<file path="src/rtl/fifo_ctrl_pkg.sv">
//==============================================================================
// fifo_ctrl_pkg: constants shared by the 8x17 FIFO wrapper and its access controller
// Rev 1.0
//==============================================================================
`default_nettype none

package fifo_ctrl_pkg;

  localparam int FIFO_DATA_W = 17;
  localparam int FIFO_DEPTH  = 8;

  // Width needed to count 0..depth inclusive.
  function automatic int level_width(input int depth);
    return $clog2(depth + 1);
  endfunction

  localparam int FIFO_LEVEL_W = level_width(FIFO_DEPTH);

endpackage

`default_nettype wire

</file>
<file path="src/rtl/fifo_access_ctrl_if.sv">
//==============================================================================
// fifo_access_ctrl_if: producer, FIFO-pin and consumer signals of the access controller
// Rev 1.0
//==============================================================================
`default_nettype none

interface fifo_access_ctrl_if
  import fifo_ctrl_pkg::*;
#(
  parameter int N_REQ  = 4,
  parameter int DATA_W = FIFO_DATA_W,
  parameter int DEPTH  = FIFO_DEPTH
);

  localparam int LEVEL_W = level_width(DEPTH);

  logic [N_REQ-1:0]        req_valid;
  logic [N_REQ*DATA_W-1:0] req_data;
  logic [N_REQ-1:0]        req_ready;
  logic                    fifo_push;
  logic [DATA_W-1:0]       fifo_din;
  logic                    fifo_full;
  logic                    fifo_pull;
  logic                    fifo_empty;
  logic [DATA_W-1:0]       fifo_dout;
  logic                    out_valid;
  logic [DATA_W-1:0]       out_data;
  logic                    out_ready;
  logic [LEVEL_W-1:0]      level;
  logic                    overflow_err;

  // Environment side: producers, the FIFO and the consumer.
  modport master (
    output req_valid, req_data, fifo_full, fifo_empty, fifo_dout, out_ready,
    input  req_ready, fifo_push, fifo_din, fifo_pull, out_valid, out_data,
           level, overflow_err
  );

  modport slave (
    input  req_valid, req_data, fifo_full, fifo_empty, fifo_dout, out_ready,
    output req_ready, fifo_push, fifo_din, fifo_pull, out_valid, out_data,
           level, overflow_err
  );

endinterface

`default_nettype wire

</file>
<file path="src/rtl/fifo_access_ctrl_rr_arbiter.sv">
//==============================================================================
// rr_arbiter: combinational round-robin grant starting at ptr; pointer register lives in parent
// Rev 1.0
//==============================================================================
`default_nettype none

module rr_arbiter #(
  parameter  int N_REQ = 4,
  localparam int PTR_W = $clog2(N_REQ)
) (
  input  logic [N_REQ-1:0] req,
  input  logic [PTR_W-1:0] ptr,
  input  logic             en,
  output logic [N_REQ-1:0] grant,
  output logic [PTR_W-1:0] winner,
  output logic [PTR_W-1:0] next_ptr,
  output logic             any
);

  // Modulo-N_REQ add; one spare bit so the sum never wraps before the compare.
  function automatic logic [PTR_W-1:0] wrap_add(input logic [PTR_W-1:0] a, input int b);
    logic [PTR_W:0] s;
    s = {1'b0, a} + (PTR_W+1)'(b);
    if (s >= (PTR_W+1)'(N_REQ)) begin
      s = s - (PTR_W+1)'(N_REQ);
    end
    return s[PTR_W-1:0];
  endfunction

  logic [PTR_W-1:0] cand;

  always_comb begin
    grant    = '0;
    winner   = '0;
    any      = 1'b0;
    cand     = '0;
    for (int k = 0; k < N_REQ; k++) begin
      cand = wrap_add(ptr, k);
      if (en && !any && req[cand]) begin
        any    = 1'b1;
        winner = cand;
      end
    end
    if (any) begin
      grant[winner] = 1'b1;
    end
    next_ptr = any ? wrap_add(winner, 1) : ptr;
  end

endmodule

`default_nettype wire

</file>
<file path="src/rtl/fifo_access_ctrl.sv">
//==============================================================================
// fifo_access_ctrl: round-robin push arbitration, valid/ready drain and shadow level for the shared FIFO
// Rev 1.0
//==============================================================================
`default_nettype none

module fifo_access_ctrl
  import fifo_ctrl_pkg::*;
#(
  parameter int N_REQ  = 4,
  parameter int DATA_W = FIFO_DATA_W,
  parameter int DEPTH  = FIFO_DEPTH
) (
  input  logic                 clk,
  input  logic                 rst,
  fifo_access_ctrl_if.slave    bus
);

  localparam int               PTR_W     = $clog2(N_REQ);
  localparam int               LEVEL_W   = level_width(DEPTH);
  localparam logic [LEVEL_W-1:0] LEVEL_MAX = LEVEL_W'(DEPTH);

  logic [PTR_W-1:0]   rr_ptr;
  logic [PTR_W-1:0]   next_ptr;
  logic [PTR_W-1:0]   winner;
  logic [N_REQ-1:0]   grant;
  logic               push;
  logic               pull;
  logic               out_valid_q;
  logic [LEVEL_W-1:0] level_q;
  logic               overflow_q;

  // Grants are suppressed during reset so held requests wait for the first free cycle.
  rr_arbiter #(
    .N_REQ    (N_REQ)
  ) u_arb (
    .req      (bus.req_valid),
    .ptr      (rr_ptr),
    .en       (!rst && !bus.fifo_full),
    .grant    (grant),
    .winner   (winner),
    .next_ptr (next_ptr),
    .any      (push)
  );

  assign bus.req_ready = grant;
  assign bus.fifo_push = push;
  assign bus.fifo_din  = bus.req_data[winner*DATA_W +: DATA_W];

  // The FIFO output register is the consumer data register; pull whenever that slot frees up.
  assign pull          = !rst && !bus.fifo_empty && (!out_valid_q || bus.out_ready);
  assign bus.fifo_pull = pull;
  assign bus.out_valid = out_valid_q;
  assign bus.out_data  = bus.fifo_dout;
  assign bus.level     = level_q;
  assign bus.overflow_err = overflow_q;

  always_ff @(posedge clk) begin
    if (rst) begin
      rr_ptr      <= '0;
      out_valid_q <= 1'b0;
    end else begin
      if (push) begin
        rr_ptr <= next_ptr;
      end
      if (pull) begin
        out_valid_q <= 1'b1;
      end else if (bus.out_ready) begin
        out_valid_q <= 1'b0;
      end
    end
  end

  // Out-of-range moves are flagged and the count saturates instead of wrapping.
  always_ff @(posedge clk) begin
    if (rst) begin
      level_q    <= '0;
      overflow_q <= 1'b0;
    end else begin
      case ({push, pull})
        2'b10: begin
          if (level_q == LEVEL_MAX) begin
            overflow_q <= 1'b1;
          end else begin
            level_q <= level_q + LEVEL_W'(1);
          end
        end
        2'b01: begin
          if (level_q == '0) begin
            overflow_q <= 1'b1;
          end else begin
            level_q <= level_q - LEVEL_W'(1);
          end
        end
        default: begin
        end
      endcase
    end
  end

endmodule

`default_nettype wire

</file>
<file path="src/flat_wrapper.sv">
// flat-port wrapper written by rule: the top's interface ports become plain ports
module fifo_access_ctrl_flat import fifo_ctrl_pkg::*;
#(
  parameter int N_REQ  = 4,
  parameter int DATA_W = FIFO_DATA_W,
  parameter int DEPTH  = FIFO_DEPTH
)
  (clk, rst, bus_req_valid, bus_req_data, bus_fifo_full, bus_fifo_empty, bus_fifo_dout, bus_out_ready, bus_req_ready, bus_fifo_push, bus_fifo_din, bus_fifo_pull, bus_out_valid, bus_out_data, bus_level, bus_overflow_err);
  fifo_access_ctrl_if #(.N_REQ(N_REQ), .DATA_W(DATA_W), .DEPTH(DEPTH)) bus_i ();
  input  logic clk;
  input  logic rst;
  input wire logic [$bits(bus_i.req_valid)-1:0] bus_req_valid;
  input wire logic [$bits(bus_i.req_data)-1:0] bus_req_data;
  input wire logic [$bits(bus_i.fifo_full)-1:0] bus_fifo_full;
  input wire logic [$bits(bus_i.fifo_empty)-1:0] bus_fifo_empty;
  input wire logic [$bits(bus_i.fifo_dout)-1:0] bus_fifo_dout;
  input wire logic [$bits(bus_i.out_ready)-1:0] bus_out_ready;
  output wire logic [$bits(bus_i.req_ready)-1:0] bus_req_ready;
  output wire logic [$bits(bus_i.fifo_push)-1:0] bus_fifo_push;
  output wire logic [$bits(bus_i.fifo_din)-1:0] bus_fifo_din;
  output wire logic [$bits(bus_i.fifo_pull)-1:0] bus_fifo_pull;
  output wire logic [$bits(bus_i.out_valid)-1:0] bus_out_valid;
  output wire logic [$bits(bus_i.out_data)-1:0] bus_out_data;
  output wire logic [$bits(bus_i.level)-1:0] bus_level;
  output wire logic [$bits(bus_i.overflow_err)-1:0] bus_overflow_err;
  assign bus_i.req_valid = bus_req_valid;
  assign bus_i.req_data = bus_req_data;
  assign bus_i.fifo_full = bus_fifo_full;
  assign bus_i.fifo_empty = bus_fifo_empty;
  assign bus_i.fifo_dout = bus_fifo_dout;
  assign bus_i.out_ready = bus_out_ready;
  assign bus_req_ready = bus_i.req_ready;
  assign bus_fifo_push = bus_i.fifo_push;
  assign bus_fifo_din = bus_i.fifo_din;
  assign bus_fifo_pull = bus_i.fifo_pull;
  assign bus_out_valid = bus_i.out_valid;
  assign bus_out_data = bus_i.out_data;
  assign bus_level = bus_i.level;
  assign bus_overflow_err = bus_i.overflow_err;
  fifo_access_ctrl #(.N_REQ(N_REQ), .DATA_W(DATA_W), .DEPTH(DEPTH)) u_core (.clk(clk), .rst(rst), .bus(bus_i));
endmodule
</file>
<file path="config.mk">
export PLATFORM = sky130hd
export DESIGN_NAME = fifo_access_ctrl_flat
export DESIGN_NICKNAME = d
export VERILOG_FILES = /design/src/rtl/fifo_ctrl_pkg.sv /design/src/rtl/fifo_access_ctrl_if.sv /design/src/rtl/fifo_access_ctrl_rr_arbiter.sv /design/src/rtl/fifo_access_ctrl.sv /design/src/flat_wrapper.sv
export SDC_FILE = /design/constraint.sdc
export NUM_CORES = 1
export LEC_CHECK = 0
export ABC_AREA = 1
export ABC_CLOCK_PERIOD_IN_PS = 2700
export CAP_MARGIN = 5
export CORE_ASPECT_RATIO = 1.4
export CORE_UTILIZATION = 35
export CTS_BUF_LIST = sky130_fd_sc_hd__clkbuf_4 sky130_fd_sc_hd__clkbuf_8
export DETAILED_ROUTE_END_ITERATION = 8
export GPL_TIMING_DRIVEN = 0
export PLACE_DENSITY = 0.81
export RECOVER_POWER = 100
export SLEW_MARGIN = 20
export SYNTH_ARGS = -nofsm -noshare
export SYNTH_HDL_FRONTEND = slang
export SYNTH_SLANG_ARGS = --single-unit
</file>
<file path="constraint.sdc">
create_clock -name clk -period 2.7 [get_ports clk]
set_input_delay 0.405 -clock clk [delete_from_list [all_inputs] [get_ports clk]]
set_output_delay 0.405 -clock clk [all_outputs]
set_load 0.01 [all_outputs]
</file>
### Yosys cells after proc, flatten, opt, wreduce, memory -nomap -nowiden

Index checks and enable logic that the tools add are counted.

* div/mod/pow operators: 0
* shift-type cells: 1
* multipliers: 1
* equal/unequal tests: 7
* muxes and demuxes: 32
* bitwise logic cells: 0
* add/subtract/negate cells: 11
* order comparisons: 11
* reductions and logical operators: 24

Operators by type and width (number)
* $shiftx A68 B8 Y17: 1
* $mux W2: 9
* $lt A2 B3 Y1 const B: 5
* $mux W1: 13
* $ge A3 B3 Y1 const B: 4
* $mux W4: 3
* $logic_and A1 B1 Y1: 11
* $sub A2 B1 Y2 const B: 5
* $bmux W1 S2: 4
* $pmux W4 S2: 1
* $logic_not A1 Y1: 7
* $mul A2 B5 Y7 const B: 1
* $add A2 B1 Y3 const B: 2
* $add A2 B2 Y3 const B: 2
* $reduce_and A3 Y1: 2
* $add A4 B1 Y4 const B: 1
* $eq A4 B4 Y1 const B: 1
* $logic_not A4 Y1: 1
* $ne A2 B1 Y1 const B: 2
* $ne A2 B2 Y1 const B: 2
* $reduce_bool A2 Y1: 2
* $sub A4 B1 Y4 const B: 1
* $ge A2 B3 Y1 const B: 1
* $demux W1 S2: 1
* other kinds (5): 5

* memory bits (read-only): 0
* input port bits: 94
* RAM bits: 0
* memories kept: 0
* bits in registers: 8
* output and inout port bits: 46
* bits in latches: 0

### Logic depth before layout (Yosys ltp)

Gate-level depths: netlist of the first run.

* depth after elaboration: 23
* gate-level depth with buffers: 17

### By module

From an unflattened synthesis of the first run, not the netlist that was laid out.

* cell total of the unflattened synthesis: 264
* area, all modules: 1515.2 µm²

By module, submodules not included
* fifo_access_ctrl: cells each 186, area an instance 1091.0 µm², instances 1
* rr_arbiter: cells each 78, area an instance 424.2 µm², instances 1

### Worst setup path before layout of the first run

OpenSTA, ideal clock, no wires.

* path kind: register to register
* start: register u_core.rr_ptr[0]
* end: register u_core.level_q[2], in the netlist u_core.bus.level[2]
* setup time: 0.127 ns
* data arrival time: 2.145 ns
* stages on the path, launching flop included: 16
* path slack: 0.428 ns
* required time: 2.573 ns
* buffers on the path: 1
* period minus slack after synthesis: 2.272 ns
* cells stage by stage: dfxtp_1 > buf_6 > inv_8 > nand2_2 > nand3_1 > nand3_1 > nand4_4 > nor2_8 > nor2_2 > ha_1 > xor2_1 > ha_1 > a21oi_1 > xnor2_1 > o21ai_0 > a21oi_1

* cells in the longest elaborated chain, start to end: 21
* elaborated cells on any way between the ends: 44
* classes of those cells: add/sub (7); order compare (4); eq/ne (4); mux (17); reduce/logical (12)

Ends and longest elaborated chain
* start: declaration: RTL line fifo_access_ctrl.sv:23 `logic [PTR_W-1:0] rr_ptr;`
* start signal: assignment: RTL line fifo_access_ctrl.sv:64 `rr_ptr <= next_ptr;`
* $ge A2 B3 Y1 or $sub A2 B1 Y2 (tied branches): RTL line fifo_access_ctrl_rr_arbiter.sv:24, fifo_access_ctrl_rr_arbiter.sv:25
* $mux W2: RTL line fifo_access_ctrl_rr_arbiter.sv:24 `if (s >= (PTR_W+1)'(N_REQ)) begin`
* $bmux W1 S2: RTL line fifo_access_ctrl_rr_arbiter.sv:39 `if (en && !any && req[cand]) begin`
* $mux W1 (implied by the code): RTL line fifo_access_ctrl_rr_arbiter.sv:39
* $logic_and A1 B1 Y1: RTL line fifo_access_ctrl_rr_arbiter.sv:39
* $mux W1: RTL line fifo_access_ctrl_rr_arbiter.sv:39
* $logic_not A1 Y1: RTL line fifo_access_ctrl_rr_arbiter.sv:39
* $logic_and A1 B1 Y1 (2 in a row): RTL line fifo_access_ctrl_rr_arbiter.sv:39
* (+2 left out)
* $logic_and A1 B1 Y1 (2 in a row): RTL line fifo_access_ctrl_rr_arbiter.sv:39
* $mux W1: RTL line fifo_access_ctrl_rr_arbiter.sv:39
* $logic_not A1 Y1: RTL line fifo_access_ctrl_rr_arbiter.sv:39
* $logic_and A1 B1 Y1 (2 in a row): RTL line fifo_access_ctrl_rr_arbiter.sv:39
* $mux W1 (*): RTL line fifo_access_ctrl_rr_arbiter.sv:39
* $eq A2 B1 Y1 or $eq A2 B2 Y1 (tied branches): RTL line fifo_access_ctrl.sv:80 `case ({push, pull})`
* $ne A2 B2 Y1 (no line) or $reduce_bool A2 Y1 (tied branches)
* $reduce_and A3 Y1 (no line)
* end signal: assignment: RTL line fifo_access_ctrl.sv:85 `level_q <= level_q + LEVEL_W'(1);`
* end signal: assignment: RTL line fifo_access_ctrl.sv:92 `level_q <= level_q - LEVEL_W'(1);`
* end: declaration: RTL line fifo_access_ctrl.sv:30 `logic [LEVEL_W-1:0] level_q;`

Every way passes the cells marked *; elsewhere a longest branch is shown, timed or not. The select of a mux whose other input is x is not followed.
A chain may end at the register's enable or synchronous reset.

### Worst setup path in the final report of the first run

* start: register u_core.rr_ptr[0]
* end: output port bus_req_ready[1]

* cells in the longest elaborated chain, start to end: 23
* elaborated cells on any way between the ends: 47
* classes of those cells: add/sub (7); order compare (6); mux (23); reduce/logical (11)

Ends and longest elaborated chain
* $ge A2 B3 Y1 or $sub A2 B1 Y2 (tied branches): RTL line fifo_access_ctrl_rr_arbiter.sv:24, fifo_access_ctrl_rr_arbiter.sv:25
* $mux W2: RTL line fifo_access_ctrl_rr_arbiter.sv:24
* $bmux W1 S2: RTL line fifo_access_ctrl_rr_arbiter.sv:39
* $mux W1 (implied by the code): RTL line fifo_access_ctrl_rr_arbiter.sv:39
* $logic_and A1 B1 Y1: RTL line fifo_access_ctrl_rr_arbiter.sv:39
* $mux W1: RTL line fifo_access_ctrl_rr_arbiter.sv:39
* $logic_not A1 Y1: RTL line fifo_access_ctrl_rr_arbiter.sv:39
* $logic_and A1 B1 Y1 (2 in a row): RTL line fifo_access_ctrl_rr_arbiter.sv:39
* (+5 left out)
* $logic_not A1 Y1: RTL line fifo_access_ctrl_rr_arbiter.sv:39
* $logic_and A1 B1 Y1 (2 in a row): RTL line fifo_access_ctrl_rr_arbiter.sv:39
* $mux W2: RTL line fifo_access_ctrl_rr_arbiter.sv:39
* $lt A2 B3 Y1 (implied by the code) or $ge A2 B1 Y1 (tied branches): RTL line fifo_access_ctrl_rr_arbiter.sv:45 `grant[winner] = 1'b1;`
* $logic_and A1 B1 Y1 (implied by the code): RTL line fifo_access_ctrl_rr_arbiter.sv:45
* $mux W1 (implied by the code): RTL line fifo_access_ctrl_rr_arbiter.sv:45
* $demux W1 S2: RTL line fifo_access_ctrl_rr_arbiter.sv:45
* $mux W4 (*): RTL line fifo_access_ctrl_rr_arbiter.sv:44 `if (any) begin`
* end: declaration: RTL line flat_wrapper.sv:18 `output wire logic [$bits(bus_i.req_ready)-1:0] bus_req_ready;`

Marked as above.

==> summary.md, run 1 <==
| Metric | Value |
|---|---|
| Yosys cell types | 33 |
| Max-slew violation count | 0 |
| Port Buf Inserts | 122 |
| Initial DRC Count | 135 |
| DP HPWL | 4.81 mm |
| Die area | 0.00548 mm² |
| Final Hold Viols | 0 |
| GP Congestion | 0.833 |
| Maximum vdd drop | 0.706 mV |
| Post-synth ARST share | 0% |
| Ports | 140 |
| First-pass GRT wire length | 10.5 mm |
| Synthesis-stage register bit count | 8 |
| Commonest cells after routing, fill and taps aside | 137 x nand2_1, 70 x clkdlybuf4s50_1, 45 x buf_4, 42 x nand3_1, 25 x dlygate4sd3_1 |
| Dominant synthesized flop cell | dfxtp_1 |
| DP Worst Slack | -0.754 ns |
| Diode count | 0 |
| CTS tree | yes |
| Leakage | 1.78 nW |
| Setup TNS | 0 ns |
| Max Cap Viol | 0 |
| Initial antenna violation count | 0 |
| H-tree level count | 1 |
| Clock skew | 0.00459 ns |
| CTS Buf Count | 3 |
| CP startpoint kind | flop |
| Clock latency on the worst-skew pair | 0.24 ns |
| CORE AREA | 0.00492 mm² |
| Clock transition at path regs | 0.04 ns |
| Post-synth net total | 421 |
| Via density | 4.72 |
| Post-synth EDFFs | 0 |
| Die Span X | 62.8 µm |
| Achievable frequency | 377 MHz |
| Final core area utilization | 70.8% |
| Clock Sinks | 8 |
| Worst setup path class | flop to output port |
| Clock power share | 4.0% |
| Layout cells sized above 1 | 27.3% |
| Residual DRC | 0 |
| Total Power | 3.78 mW |
| Sequential Power Share | 5.7% |
| WL final | 6.43 mm |
| HP Class | flop to flop |
| Post-Syn Instances | 319 |
| Largest net degree at the start of global routing | 12 |
| Mean Syn Cell Area | 5.68 µm² |
| Die Y | 87.2 µm |
| CTS root buf | clkbuf_8 |
| Wire length per cell | 12.0 µm |
| Aggregate global routing overflow | 0 |
| RSZ-0062 raised after global routing | true |
| Routed Antenna Nets | 0 |
| Outcome | completed |
| Post-route setup slack | 0.0496 ns |
| Area delta synth->final | 92.0% |
| Global Route Usage Sum | 23.5% |
| Number of core rows | 30 |
| Crit-path max FO | 8 |
| Net Sw Power | 1.92 mW |
| Hold buffer count at cts | 0 |
| Worst slew pin tran | 0.521 ns |
| Layout Nets | 576 |
| Initial core utilization | 36.9% |
| Area of the mapped netlist | 0.00181 mm² |
| P_int | 1.86 mW |
| Sw Share | 50.7% |
| Final setup vio count | 0 |
| Fin Hold WS | 0.460 ns |
| Vias | 2529 |
| CP Data Required Time | 2.30 ns |
| P per Cell Area | 1090 mW/mm² |
| Combinational power share | 90.3% |
| Crit end category | output port |
| Clk buf depth | 2 |
| Crit path DAT | 2.25 ns |
| Most common cell after layout, fill and taps aside | nand2_1 |
| First-pass iteration count of the detailed router | 4 |
| Vias in the first global route | 2528 |
| YS warnings | 0 |
| Period utilization | 98.2% |
| Minimum clock period | 2.65 ns |
| Seq/Total Area, Yosys | 8.83% |
| Rel. slew slack | 65.0% |
## path summary, 6_finish.rpt
| path | from | endpoint | slack, ns | cells past startpoint |
|---|---|---|---|---|
| setup reg to reg | u_core.rr_ptr[0] | u_core.bus.level[2] | 0.10 | 17 |
| hold / removal | u_core.bus.overflow_err | u_core.bus.overflow_err | 0.46 | 2 |
| hold reg to reg | u_core.bus.overflow_err | u_core.bus.overflow_err | 0.46 | 2 |
| setup / recovery | u_core.rr_ptr[0] | bus_req_ready[1] | 0.05 | 17 |
## layer usage
layer | part of all wire [%] | track usage [%] | vias to the layer above
li1 | - | - | 1297
met3 | 5.9 | 4.06 | 15
met1 | 38 | 22.7 | 1102
met5 | 0 | 0 | -
met4 | 2.4 | 8.67 | 0
met2 | 54 | 48.4 | 115
## cells by family (layout without fill, tap and decap cells)
family | after synthesis | in the layout | share of synthesized area, %
simple gates | 229 | 229 | 59.5
fa+ha+maj | 8 | 8 | 5.52
xor+xnor | 3 | 3 | 1.45
buf+inv | 54 | 207 | 18.9
flops | 8 | 8 | 8.83
compound gates | 17 | 17 | 5.80
## metrics by stage
step / area, µm² / std cells
finish: 3480 / 536
global route: 3480 / 536
CTS: 3310 / 521
detailed placement: 3110 / 505
global placement: 3110 / 505
floorplan: 1810 / 319
## critical path: stages, from the launching register on
cell	delay, ns
dfxtp_2	0.32
buf_8	0.14
clkinv_8	0.09
nand2_2	0.06
nand2_2	0.09
nand2_4	0.07
nand2_4	0.08
nand4_4	0.13
nor2_8	0.18
inv_4	0.07
nor2_4	0.12
inv_2	0.08
nand2_8	0.08
buf_8	0.11
ha_1	0.13
inv_1	0.03
nor2_1	0.08
buf_2	0.14
## cell type report
class | instances | area, µm²
buffer | 30 | 263
clock buffer | 3 | 41.3
fill | 434 | 1440
inverter | 24 | 115
multi-input combinational | 257 | 1450
sequential | 8 | 161
tap | 64 | 80.1
timing repair buffer | 150 | 1380
## synthesized netlist by cell type (2+ instances only)
cell type  count  area share [%]
nand2_1      147              30
nand3_1       44              12
inv_1         20             4.1
buf_4         17             7.0
nor2_1        10             2.1
dfxtp_1        8             8.8
ha_1           8             5.5
a21oi_1        7             1.9
nand2_2        7             2.4
nand2_4        7             4.3
buf_2          6             1.7
buf_6          6             3.7
o21ai_0        5             1.4
nand4_1        4             1.4
inv_4          2            0.69
nand3_2        2             1.1
nor2_4         2             1.2
xor2_1         2            0.97
## state kept, by name, indices dropped and copies added (netlist names)
| name | cells |
|---|---|
| u_core.bus.overflow_err | 1 |
| u_core.bus.level | 4 |
| u_core.rr_ptr | 2 |
| u_core.bus.out_valid | 1 |
## power groups by stage
| stage | Sequential (mW) | Combinational, mW | Clock [mW] |
|---|---|---|---|
| floorplan | 0.218 | 1.82 | 0 |
| global placement | 0.208 | 2.89 | 0 |
| detailed placement | 0.211 | 2.93 | 0 |
| CTS | 0.209 | 3.13 | 0.152 |
| global route | 0.221 | 3.74 | 0.160 |
| finish | 0.214 | 3.42 | 0.151 |
## repair_timing
item / in CTS / in global routing
pin swaps: 12 / 23
gates resized for setup: 68 / 61
buffers inserted: 11 / 15
setup endpoints to repair: 26 / 26
cloned: 2 / 0
Note: power is estimated with default switching activity, not from simulation.
==> run 2, diff against run 1 <==
--- a/config.mk
+++ b/config.mk
@@ -7,7 +7,7 @@
 export LEC_CHECK = 0
 export ABC_AREA = 1
 export ABC_CLOCK_PERIOD_IN_PS = 2700
-export CAP_MARGIN = 5
+export CAP_MARGIN = 20
 export CORE_ASPECT_RATIO = 1.4
 export CORE_UTILIZATION = 35
 export CTS_BUF_LIST = sky130_fd_sc_hd__clkbuf_4 sky130_fd_sc_hd__clkbuf_8
==> results of run 2 <==
Final layout, timing and power as in run 1 (identical DEF).
